`config.mk`:
```
export PLATFORM = sky130hd
export DESIGN_NAME = gate_vector_tester
export DESIGN_NICKNAME = d
export VERILOG_FILES = /design/src/rtl/gate_test_pkg.sv /design/src/rtl/gate_vector_tester_hold_timer.sv /design/src/rtl/gate_vector_tester.sv
export SDC_FILE = /design/constraint.sdc
export NUM_CORES = 1
export LEC_CHECK = 0
export CAP_MARGIN = 20
export CORE_UTILIZATION = 51
export CTS_CLUSTER_SIZE = 20
export DETAILED_ROUTE_END_ITERATION = 8
export GPL_TIMING_DRIVEN = 0
export PLACE_DENSITY = 0.77
export SETUP_SLACK_MARGIN = 0.2
export SYNTH_ARGS = -nofsm -noshare
export SYNTH_HDL_FRONTEND = slang
export SYNTH_SLANG_ARGS = --single-unit
```
`constraint.sdc`:
```
create_clock -name clk -period 1.95 [get_ports clk]
set_clock_uncertainty 0.15 [all_clocks]
set_input_delay 0.39 -clock clk [delete_from_list [all_inputs] [get_ports clk]]
set_output_delay 0.39 -clock clk [all_outputs]
set_load 0.01 [all_outputs]
```
`src/rtl/gate_test_pkg.sv`:
```
// Shared types and truth-table constants for the on-chip two-input gate testers.
package gate_test_pkg;

    typedef enum logic [1:0] {
        IDLE = 2'd0,
        RUN  = 2'd1,
        DONE = 2'd2
    } state_e;

    typedef logic [1:0] vec_idx_t;

    localparam logic [3:0] TT_INHIBIT = 4'b0100;
    localparam logic [3:0] TT_AND     = 4'b1000;
    localparam logic [3:0] TT_OR      = 4'b1110;

    localparam vec_idx_t LAST_VEC = 2'd3;

    // A counter that must reach HOLD_CYCLES-1 needs clog2(HOLD_CYCLES) bits, never fewer than one.
    function automatic int hold_width(input int hold);
        return (hold > 1) ? $clog2(hold) : 1;
    endfunction

endpackage

```
`src/rtl/gate_vector_tester_hold_timer.sv`:
```
// Loadable down-counter; tc_o is high while the count sits at zero.
module hold_timer #(
    parameter int WIDTH = 8
) (
    input  logic             clk,
    input  logic             rst_n,
    input  logic             load_i,
    input  logic             en_i,
    input  logic [WIDTH-1:0] load_val_i,
    output logic [WIDTH-1:0] count_o,
    output logic             tc_o
);

    logic [WIDTH-1:0] count_q;
    logic [WIDTH-1:0] count_d;

    always_comb begin
        count_d = count_q;
        if (load_i) begin
            count_d = load_val_i;
        end else if (en_i && (count_q != '0)) begin
            count_d = count_q - WIDTH'(1);
        end
    end

    always_ff @(posedge clk or negedge rst_n) begin
        if (!rst_n) begin
            count_q <= '0;
        end else begin
            count_q <= count_d;
        end
    end

    assign count_o = count_q;
    assign tc_o    = (count_q == '0);

endmodule

```
`src/rtl/gate_vector_tester.sv`:
```
// Drives the four {a,b} vectors to a two-input gate, holds each HOLD_CYCLES cycles,
// and checks the gate output on each vector's last hold cycle against TRUTH.
module gate_vector_tester
    import gate_test_pkg::*;
#(
    parameter int         HOLD_CYCLES = 50,
    parameter logic [3:0] TRUTH       = TT_INHIBIT
) (
    input  logic       clk,
    input  logic       rst_n,
    input  logic       start,
    output logic       stim_a,
    output logic       stim_b,
    input  logic       dut_y,
    output logic       busy,
    output logic       done,
    output logic       pass,
    output logic [3:0] err_mask,
    output logic [2:0] err_count,
    output logic [1:0] dbg_state
);

    localparam int            HW        = hold_width(HOLD_CYCLES);
    localparam logic [HW-1:0] HOLD_LOAD = HW'(HOLD_CYCLES - 1);

    state_e     state_q, state_d;
    vec_idx_t   vec_q, vec_d;
    logic [1:0] stim_q, stim_d;
    logic [3:0] err_mask_q, err_mask_d;
    logic [2:0] err_count_q, err_count_d;
    logic       pass_q, pass_d;

    logic          timer_load;
    logic          timer_en;
    logic          timer_tc;
    logic [HW-1:0] timer_count;
    logic          mismatch;

    hold_timer #(
        .WIDTH(HW)
    ) u_hold_timer (
        .clk       (clk),
        .rst_n     (rst_n),
        .load_i    (timer_load),
        .en_i      (timer_en),
        .load_val_i(HOLD_LOAD),
        .count_o   (timer_count),
        .tc_o      (timer_tc)
    );

    always_comb begin
        state_d     = state_q;
        vec_d       = vec_q;
        stim_d      = stim_q;
        err_mask_d  = err_mask_q;
        err_count_d = err_count_q;
        pass_d      = pass_q;
        timer_load  = 1'b0;
        timer_en    = 1'b0;
        mismatch    = 1'b0;

        case (state_q)
            IDLE: begin
                stim_d = 2'b00;
                if (start) begin
                    state_d     = RUN;
                    vec_d       = '0;
                    err_mask_d  = '0;
                    err_count_d = '0;
                    pass_d      = 1'b0;
                    timer_load  = 1'b1;
                end
            end
            RUN: begin
                timer_en = 1'b1;
                // Terminal count marks the last hold cycle of the current vector.
                if (timer_tc) begin
                    mismatch   = (dut_y != TRUTH[vec_q]);
                    timer_load = 1'b1;
                    if (mismatch) begin
                        err_mask_d[vec_q] = 1'b1;
                        err_count_d       = err_count_q + 3'd1;
                    end
                    if (vec_q == LAST_VEC) begin
                        state_d = DONE;
                        stim_d  = 2'b00;
                        pass_d  = (err_count_d == 3'd0);
                    end else begin
                        vec_d  = vec_q + 2'd1;
                        stim_d = vec_q + 2'd1;
                    end
                end
            end
            DONE: begin
                stim_d  = 2'b00;
                state_d = IDLE;
            end
            default: begin
                stim_d  = 2'b00;
                state_d = IDLE;
            end
        endcase
    end

    always_ff @(posedge clk or negedge rst_n) begin
        if (!rst_n) begin
            state_q     <= IDLE;
            vec_q       <= '0;
            stim_q      <= 2'b00;
            err_mask_q  <= '0;
            err_count_q <= '0;
            pass_q      <= 1'b0;
        end else begin
            state_q     <= state_d;
            vec_q       <= vec_d;
            stim_q      <= stim_d;
            err_mask_q  <= err_mask_d;
            err_count_q <= err_count_d;
            pass_q      <= pass_d;
        end
    end

    assign stim_a    = stim_q[1];
    assign stim_b    = stim_q[0];
    assign busy      = (state_q == RUN);
    assign done      = (state_q == DONE);
    assign pass      = pass_q;
    assign err_mask  = err_mask_q;
    assign err_count = err_count_q;
    assign dbg_state = state_q;

endmodule

```
# --- Yosys cells after proc, flatten, opt, wreduce, memory -nomap -nowiden ---
# Index checks and enable logic that the tools add are counted.
word_totals:
  output_inout_bits: 14
  input_bits: 4
  reg_bits: 20
op_classes:
  add_sub_neg: 3
  reduce_logical: 13
  n_lt_le_gt_ge: 2
  bitwise_logic: 1
  n_eq_ne: 9
  n_mux: 35
ops:
  columns: ["cell", "count"]
  rows:
  - ["2-to-1 mux 2 bit", 9]
  - ["2-to-1 mux 3 bit", 5]
  - ["2-to-1 mux 4 bit", 3]
  - ["2-to-1 mux 6 bit", 2]
  - ["AND reduction 4 bit", 3]
  - ["2-to-1 mux 1 bit", 8]
  - ["one-hot mux 2 bit (2 select lines)", 2]
  - ["one-hot mux 4 bit (2 select lines)", 1]
  - ["logical NOT 6 bit", 1]
  - ["inequality test 2 x 1 -> 1 bit, second input constant", 3]
  - ["one-hot mux 3 bit (2 select lines)", 1]
  - ["AND reduction 3 bit", 2]
  - ["nonzero test 6 bit", 1]
  - ["subtractor 6 x 1 -> 6 bit, second input constant", 1]
  - ["equality test 2 bit, second input constant", 2]
  - ["inequality test 2 bit, second input constant", 2]
  - ["bitwise OR 4 bit", 1]
  - ["one-hot mux 1 bit (2 select lines)", 2]
  - ["nonzero test 2 bit", 2]
  - ["adder 3 x 1 -> 3 bit, second input constant", 1]
  - ["logical NOT 3 bit", 1]
  - ["< comparator 2 x 3 -> 1 bit, second input constant", 1]
  - ["adder 2 x 1 -> 2 bit, second input constant", 1]
  - ["binary-select mux 1 bit (select 2 bit)", 1]
  - ["other kinds (6)", 7]

# --- Depth between registers and ports, before layout ---
# Gate-level depths: netlist (run 1).
logic_depth:
  depth_word: 10
  mapped_depth: 6
  mapped_depth_nobuf: 6

# --- Hierarchy ---
# A second synthesis (run 1) with hierarchy kept.
unflattened:
  hier_cells: 118
  area_unflattened_um2: 1156.1
modules_own_cells:
  columns: ["mod", "seq_area_each_um2", "instances", "cells_each", "area_each_um2"]
  rows:
  - ["gate_vector_tester", 350.3, 1, 74, 760.7]
  - ["hold_timer", 150.1, 1, 44, 395.4]

# --- Worst setup path after synthesis (run 1) ---
# No wires, ideal clock.
synth_path:
  path_type: "flip-flop to flip-flop"
  from: "reg state_q[1] (netlist: dbg_state[1])"
  to: "reg vec_q[1]"
  setup_slack_ns: 0.150
  stages_incl_launch_ff: 7
  synth_period_minus_slack_ns: 1.800
  arrival_time_ns: 1.522
  cell_sequence: "dfrtp_1 > nand2b_1 > buf_2 > inv_2 > nand3_2 > nor2_2 > mux2_1"
synth_via:
  elab_chain_cells: 3
  elab_cells_between_ends: 8
  classes_between: "4 x eq/ne; 1 x mux; 3 x reduce/logical"
synth_lines:
  columns: ["element", "line", "source"]
  rows:
  - ["from (decl)", "gate_vector_tester.sv:26", "state_e state_q, state_d;"]
  - ["from (signal assigned)", "gate_vector_tester.sv:114", "state_q <= state_d;"]
  - ["equality test 2 x 1 -> 1 bit (*)", null, null]
  - ["via busy", "gate_vector_tester.sv:15", "output logic busy,"]
  - ["inequality test 2 bit (no source line), or another cell as far along", null, null]
  - ["AND reduction 4 bit (no source line)", null, null]
  - ["to (signal assigned)", "gate_vector_tester.sv:115", "vec_q <= vec_d;"]
  - ["to (decl)", "gate_vector_tester.sv:27", "vec_idx_t vec_q, vec_d;"]
# The timed path passes the listed nets; every way through them passes the cells marked *.
# A chain may end at the register's enable or synchronous reset.

# --- Final worst setup path (run 1) ---
layout_path:
  from: "reg u_hold_timer.count_q[2] (netlist: u_hold_timer.count_o[2])"
  to: "reg err_count_q[0] (netlist: err_count[0])"
layout_via:
  elab_chain_cells: 3
layout_lines:
  columns: ["element", "line", "source"]
  rows:
  - ["from (decl)", "gate_vector_tester_hold_timer.sv:14", "logic [WIDTH-1:0] count_q;"]
  - ["from (signal assigned)", "gate_vector_tester_hold_timer.sv:30", "count_q <= count_d;"]
  - ["logical NOT 6 bit", "gate_vector_tester_hold_timer.sv:35", "assign tc_o = (count_q == '0);"]
  - ["inequality test 2 x 1 -> 1 bit (no source line)", null, null]
  - ["AND reduction 3 bit (no source line)", null, null]
  - ["to (signal assigned)", "gate_vector_tester.sv:118", "err_count_q <= err_count_d;"]
  - ["to (decl)", "gate_vector_tester.sv:30", "logic [2:0] err_count_q, err_count_d;"]
# Every way passes these cells.

==> metrics.md, run 1 <==
| Metric | Value |
|---|---|
| Status | `finished clean` |
| Area of placed instances | `0.001265 mm²` |
| Die Wd | `47.56 µm` |
| H-tree levels | `1` |
| Async set-reset flop share out of synthesis | `100.0%` |
| First-pass GRT wire length | `3429 µm` |
| Standard cell core area | `0.001962 mm²` |
| Initial antenna violation count | `0` |
| CP Capture Type | `flop` |
| Clock sink count | `20` |
| Post-Synthesis Cell Area | `0.001059 mm²` |
| Number of I/O pins | `18` |
| NumNets Final | `144` |
| VDD IR max | `746.7 µV` |
| Fin crit share | `92.28%` |
| DIE AREA | `0.002261 mm²` |
| #FFs+latches synth | `20` |
| Vias per cell | `5.654` |
| Gpl congestion | `0.8199` |
| GRT Residual Overflow | `0` |
| Commonest cells in the netlist | `20 x dfrtp_1, 12 x nand2_1, 6 x ha_1, 6 x nor2_1` |
| Post-synth top area share | `47.28%` |
| Met3 WL | `101 µm` |
| Routed WL | `2467 µm` |
| Number of port buffers | `17` |
| Sequential fraction of the synthesis area | `47.28%` |
| Largest net degree at the start of global routing | `21` |
| Final slew viol count | `0` |
| Via count | `899` |
| CP Class | `reg -> reg` |
| ANT cells | `0` |
| Critical path data arrival time | `1.86 ns` |
| Clock buffer depth | `2` |
| CTS root buf | `clkbuf_4` |
| Slew HR | `39.08%` |
| Main area contributors after synthesis | `dfrtp_1 47%, ha_1 7.1%, nand2_1 4.3%` |
| Starting Density | `53.95%` |
| Height of the die | `47.56 µm` |
| # Max-Cap Violations | `0` |
| Power density cells | `1333 mW/mm²` |
| Wire length on met2 | `1217 µm` |
| EDFF count, synth | `0` |
| Detail Placement HPWL | `1444 µm` |
| Maximum clock rate | `555.7 MHz` |
| Cells after Synth | `97` |
| Post-synth top flop | `dfrtp_1` |
| Hold WC Path Type | `reg -> reg` |
| Final Setup Violations | `0` |
| Highest routed layer | `met4` |
| Fillers | `158` |
| Total GRT Usage | `22.49%` |
| Synth cell types | `38` |
| R2R depth | `5` |
| First-iteration detailed-routing DRC count | `7` |
| Design area | `0.001416 mm²` |
| Hold depth | `2` |
| Rows | `16` |
| Dominant cell by count in the synthesized netlist | `dfrtp_1` |
| Worst-Margin Slew | `0.9109 ns` |
| Routed WL per cell | `15.52 µm` |
| Drt drc | `0` |
| Remaining antenna violation count after routing | `0` |
| Ys Warns | `0` |
| Critical Path RT | `2.01 ns` |
| Syn_nets | `107` |
| TritonCTS Buffers | `3` |
| Clk_lat worst skew | `0.31 ns` |
| Share of layout cells above drive strength 1 | `26.52%` |
| Post-Route Utilization | `72.19%` |
| CTS tree | `built` |
| RSZ-0062 raised after global routing | `yes` |
| Max FO, Critical Path | `6` |
| Vias in the first global route | `764` |
| Startpoint types | `flop` |
| M1 WL | `1107 µm` |
| Average cell area after synthesis | `10.91 µm²` |
| Area leader, netlist | `dfrtp_1` |
| Area delta synth->final | `33.81%` |
| Clock-pin transition on the worst setup and hold timing paths | `0.11 ns` |
| First-pass DRT Iterations | `4` |
| TNS Setup | `0 ns` |
| Final hold viol count | `0` |
| Tmin final | `1.800 ns` |
| Lkg Pwr | `0.6976 nW` |
[through the flow]
step | worst slack [ns] | hold WS [ns] | total power, mW | std cells
3_3_place_gp | -0.1193 | 0.3247 | 1.516 | 141
3_5_place_dp | -0.1161 | 0.3317 | 1.545 | 141
4_1_cts | 0.1186 | 0.3531 | 1.817 | 157
6_report | 0.1505 | 0.3517 | 1.888 | 159
5_1_grt | 0.07723 | 0.3844 | 2.011 | 159
2_1_floorplan | 0.2057 | -0.05559 | 1.269 | 97
[cell families (layout without fill, tap and decap cells)]
| logic type | after synthesis | in the layout | synth area share [%] |
|---|---|---|---|
| AND/OR/NAND/NOR | 36 | 36 | 20.10 |
| XOR/XNOR | 5 | 5 | 4.137 |
| buffers and inverters | 7 | 42 | 2.600 |
| AO/OA/AOI/OAI | 19 | 19 | 14.42 |
| flip-flops | 20 | 20 | 47.28 |
| multiplexers | 4 | 4 | 4.373 |
| adder cells (fa/ha/maj) | 6 | 6 | 7.092 |
[worst max-delay path: stages, from the launching register on]
cell	delay [ns]
dfrtp_2	0.47
nor4_4	0.34
buf_4	0.19
a31oi_4	0.10
a21o_1	0.19
mux2_4	0.25
[where the power goes]
group	internal, mW	switching (mW)
registers	0.565	0.132
logic	0.489	0.498
clock network	0.0724	0.132
[routing by layer]
metal | global-route usage, % | up-vias
li1 | - | 418
met1 | 28.40 | 456
met2 | 37.26 | 20
met3 | 4.528 | 5
met4 | 10.00 | 0
met5 | 0 | -
[flip-flops by register name (all words and copies together), names as in the netlist]
signal / flops
u_hold_timer.count_o: 6
err_mask: 4
err_count: 3
dbg_state: 2
stim_q: 2
vec_q: 2
pass: 1
[repair_timing]
action                     CTS  global route
buffers inserted            13             2
hold buffers                 0             0
hold endpoints to repair     0             0
pin swaps                    3             4
setup endpoints to repair   17            15
resized for setup           18            12
[layout make-up]
class / instances / area (µm²) / share of cell area (%)
plain buffers: 1 / 11.26 / 0.7951
clock buffers: 3 / 22.52 / 1.590
inverters: 6 / 25.02 / 1.767
multi-input cells: 70 / 551.8 / 38.96
flip-flops and latches: 20 / 503.0 / 35.51
well taps: 27 / 33.78 / 2.385
repair buffers: 32 / 269.0 / 18.99
[cells in the final DEF, fill, tap and decap left out, types with 2 or more instances in the layout]
cell type | netlist | routed
a21o_1 | 2 | 2
a21oi_1 | 3 | 3
a22o_1 | 5 | 5
buf_4 | 0 | 14
buf_6 | 0 | 2
clkbuf_4 | 0 | 3
clkdlybuf4s50_1 | 0 | 3
dfrtp_1 | 20 | 18
dfrtp_2 | 0 | 2
dlygate4sd2_1 | 0 | 10
dlymetal6s2s_1 | 0 | 2
ha_1 | 6 | 4
ha_2 | 0 | 2
inv_1 | 5 | 5
mux2_4 | 1 | 2
mux2i_1 | 2 | 2
nand2_1 | 12 | 12
nor2_1 | 6 | 6
nor2_4 | 1 | 2
nor3_1 | 4 | 4
o21ai_1 | 2 | 2
xnor2_1 | 4 | 4
[path summary, 6_finish.rpt]
kind,start,end,slack [ns]
setup / recovery,u_hold_timer.count_o[2],err_count[0],0.15
hold / removal,pass,pass,0.35
max in group asynchronous,rst_n,u_hold_timer.count_o[2],0.62
setup reg to reg,u_hold_timer.count_o[2],err_count[0],0.15
min in group asynchronous,rst_n,u_hold_timer.count_o[5],0.43
hold reg to reg,pass,pass,0.35
No activity file was read; power rests on OpenSTA's default activity.
==> run 2: changes to the inputs <==
Settings changed: CELL_PAD_IN_SITES_DETAIL_PLACEMENT set to 0, CELL_PAD_IN_SITES_GLOBAL_PLACEMENT set to 1, CORE_UTILIZATION 51 to 40, PLACE_DENSITY 0.77 to unset, PLACE_DENSITY_LB_ADDON set to 0.1.
==> run 2 against run 1 <==
Effect of this change:
- routed wire length decreased by 4.4%
- setup slack improved by 0.067 ns
- global-route usage decreased by 4.0 points
- power increased by 4.6%
- hold slack about the same
- via count decreased by 5.3%
- first-iteration DRC count increased by 86%
- critical path type is now in -> reg
==> metrics.md, run 2 (synthesis gave the netlist of run 1 again) <==
| Metric | Value |
|---|---|
| RSZ-0062 raised after global routing | `yes` |
| Final slew viol count | `0 (unchanged)` |
| Share of layout cells above drive strength 1 | `27.82% (+1.3 points)` |
| Hold WC Path Type | `reg -> reg` |
| Remaining antenna violation count after routing | `0 (unchanged)` |
| Max FO, Critical Path | `7 (+1)` |
| Post-Route Utilization | `58.71% (-13 points)` |
| Fillers | `243 (+54%)` |
| Final setup margin | `0.2179 ns (+0.06749 ns)` |
| Crit-path slowest cell | `clkdlybuf4s50_1` |
| Starting Density | `42.34% (-12 points)` |
| Standard cell core area | `0.002500 mm² (+27%)` |
| Maximum clock rate | `577.3 MHz (+3.9%)` |
| # hold bufs at CTS | `0 (unchanged)` |
| Drt drc | `0 (unchanged)` |
| Placed cell count | `144 (+2.1%)` |
| Share of power burned in the clock network | `12.5% (+1.6 points)` |
| Critical path data arrival time | `1.78 ns (-0.08 ns)` |
| Final Setup Violations | `0 (unchanged)` |
| Routed WL per cell | `14.47 µm (-6.8%)` |
| Crit-path leading delay family | `buffers and inverters` |
| Slew HR | `38.66% (-0.43 points)` |
| CP Capture Type | `flop` |
| Clk_lat worst skew | `0.30 ns (about the same)` |
| Critical Path RT | `1.99 ns (-0.02 ns)` |
| Total GRT Usage | `18.47% (-4.0 points)` |
| Internal | `1.196 mW (+6.2%)` |
| GRT Residual Overflow | `0 (unchanged)` |
| Worst path max stage delay | `0.49 ns (+0.02 ns)` |
| Internal reg-to-reg setup slack | `0.22 ns (+0.07 ns)` |
| TritonCTS Buffers | `3 (unchanged)` |
| CTS tree | `built` |
| CP bufs+invs | `1 (unchanged)` |
| Number of port buffers | `17 (unchanged)` |
| H-tree levels | `1 (unchanged)` |
| Lkg Pwr | `0.7011 nW (+0.50%)` |
| CP Class | `in -> reg` |
| Post-Layout Cell Count | `163 (+2.5%)` |
| Clock buffer depth | `2 (unchanged)` |
| CP Cell Sequence | `clkdlybuf4s50_1 > nor3b_4 > a31oi_4 > a21o_1 > mux2_4` |
| Tmin final | `1.732 ns (-0.06749 ns)` |
| Worst-Margin Slew | `0.9173 ns (+0.006371 ns)` |
| First-pass DRT Iterations | `4 (unchanged)` |
| Detail Placement HPWL | `1484 µm (+2.8%)` |
| Clock-pin transition on the worst setup and hold timing paths | `0.11 ns (about the same)` |
| Commonest non-fill, non-tap cell in the layout | `dfrtp_1` |
| Area of placed instances | `0.001269 mm² (+0.30%)` |
| Sw Share | `39.43% (-0.94 points)` |
| Power density cells | `1345 mW/mm² (+0.91%)` |
| Vias per cell | `5.221 (-7.7%)` |
| Status | `finished clean` |
| Fin crit share | `88.82% (-3.5 points)` |
| Area delta synth->final | `38.65%` |
| Routed WL | `2358 µm (-4.4%)` |
| First-iteration detailed-routing DRC count | `13 (+6)` |
| Largest net degree at the start of global routing | `21 (unchanged)` |
| CTS root buf | `clkbuf_4` |
| Clock sink count | `20 (unchanged)` |
| Final hold viol count | `0 (unchanged)` |
| Most frequent cells in the layout | `18 x dfrtp_1, 13 x buf_4, 12 x nand2_1` |
| Height of the die | `53.44 µm (+12%)` |
| ANT cells | `0 (unchanged)` |
| Pwr Total | `1.975 mW (+4.6%)` |
| VDD IR max | `690.6 µV (-7.5%)` |
| Largest register FFs | `6 (unchanged)` |
| First-pass GRT wire length | `3746 µm (+9.2%)` |
| Flop pwr share | `35.5% (-1.4 points)` |
| Power share of the combinational group | `51.9% (-0.3 points)` |
| Number of I/O pins | `18 (unchanged)` |
| Via count | `851 (-5.3%)` |
| Vias in the first global route | `783 (+2.5%)` |
| Pre-CTS setup slack | `-0.1536 ns (-0.03756 ns)` |
| Design area | `0.001468 mm² (+3.6%)` |
| DIE AREA | `0.002856 mm² (+26%)` |
| Startpoint types | `input port` |
| # Max-Cap Violations | `0 (unchanged)` |
| Initial antenna violation count | `0 (unchanged)` |
| NumNets Final | `144 (unchanged)` |
| Psw | `0.7785 mW (+2.1%)` |
| Gpl congestion | `0.7395 (-9.8%)` |
| Die Wd | `53.44 µm (+12%)` |
| Rows | `18 (+2)` |
==> run 2: worst register-to-register path, stage by stage, from the launching register on <==
cell	delay, ns
dfrtp_2	0.45
buf_4	0.15
nor3b_4	0.32
a31oi_4	0.10
a21o_1	0.20
mux2_4	0.25
==> run 2: cell type report <==
cell class                 count  area [µm²]  share of cell area [%]
clock buffer                   4       36.28                   2.472
buffer                         1       11.26                  0.7673
multi-input combinational     70       571.8                   38.96
timing repair buffer          31       264.0                   17.99
sequential                    20       503.0                   34.27
timing repair inverter         1       8.758                  0.5968
inverter                       6       35.03                   2.387
tap                           30       37.54                   2.558
==> run 2: per-stage QoR <==
| stage | hold WS [ns] | TNS (ns) |
|---|---|---|
| after CTS | 0.3607 | 0 |
| final | 0.3512 | 0 |
| after detailed placement | 0.3363 | -0.3504 |
| after global routing | 0.3845 | 0 |
| after global placement | 0.3273 | -0.3391 |
| after floorplan | -0.05559 | 0 |
==> run 2: path summary, 6_finish.rpt <==
| kind | startpoint | endpoint | depth (start not counted) |
|---|---|---|---|
| setup / recovery | start | err_count[0] | 5 |
| hold / removal | pass | pass | 2 |
| setup reg to reg | dbg_state[0] | err_count[0] | 5 |
| hold reg to reg | pass | pass | 2 |
| max in group asynchronous | rst_n | u_hold_timer.count_o[3] | 1 |
| min in group asynchronous | rst_n | u_hold_timer.count_o[2] | 1 |
==> run 2: metal layers <==
| metal | vias to the layer above | share of wire [%] | global-route usage (%) |
|---|---|---|---|
| met1 | 418 | 47 | 24.91 |
| met2 | 13 | 49 | 29.58 |
| li1 | 420 | - | - |
| met4 | 0 | 0 | 6.579 |
| met3 | 0 | 3.1 | 2.586 |
| met5 | - | 0 | 0 |
==> run 2: power groups by stage <==
| stage | Sequential (mW) | Clock [mW] | Combinational [mW] |
|---|---|---|---|
| finish | 0.701 | 0.248 | 1.03 |
| global route | 0.723 | 0.284 | 1.13 |
| CTS | 0.692 | 0.262 | 0.929 |
| detailed placement | 0.732 | 0 | 0.813 |
| global placement | 0.724 | 0 | 0.808 |
| floorplan | 0.731 | 0 | 0.538 |
==> run 2: what timing repair did <==
action                     4_1_cts  5_1_grt
gates resized for setup         27       10
buffers inserted                 9        5
cloned                           0        1
setup endpoints to repair       21       12
pin swaps                        1        0
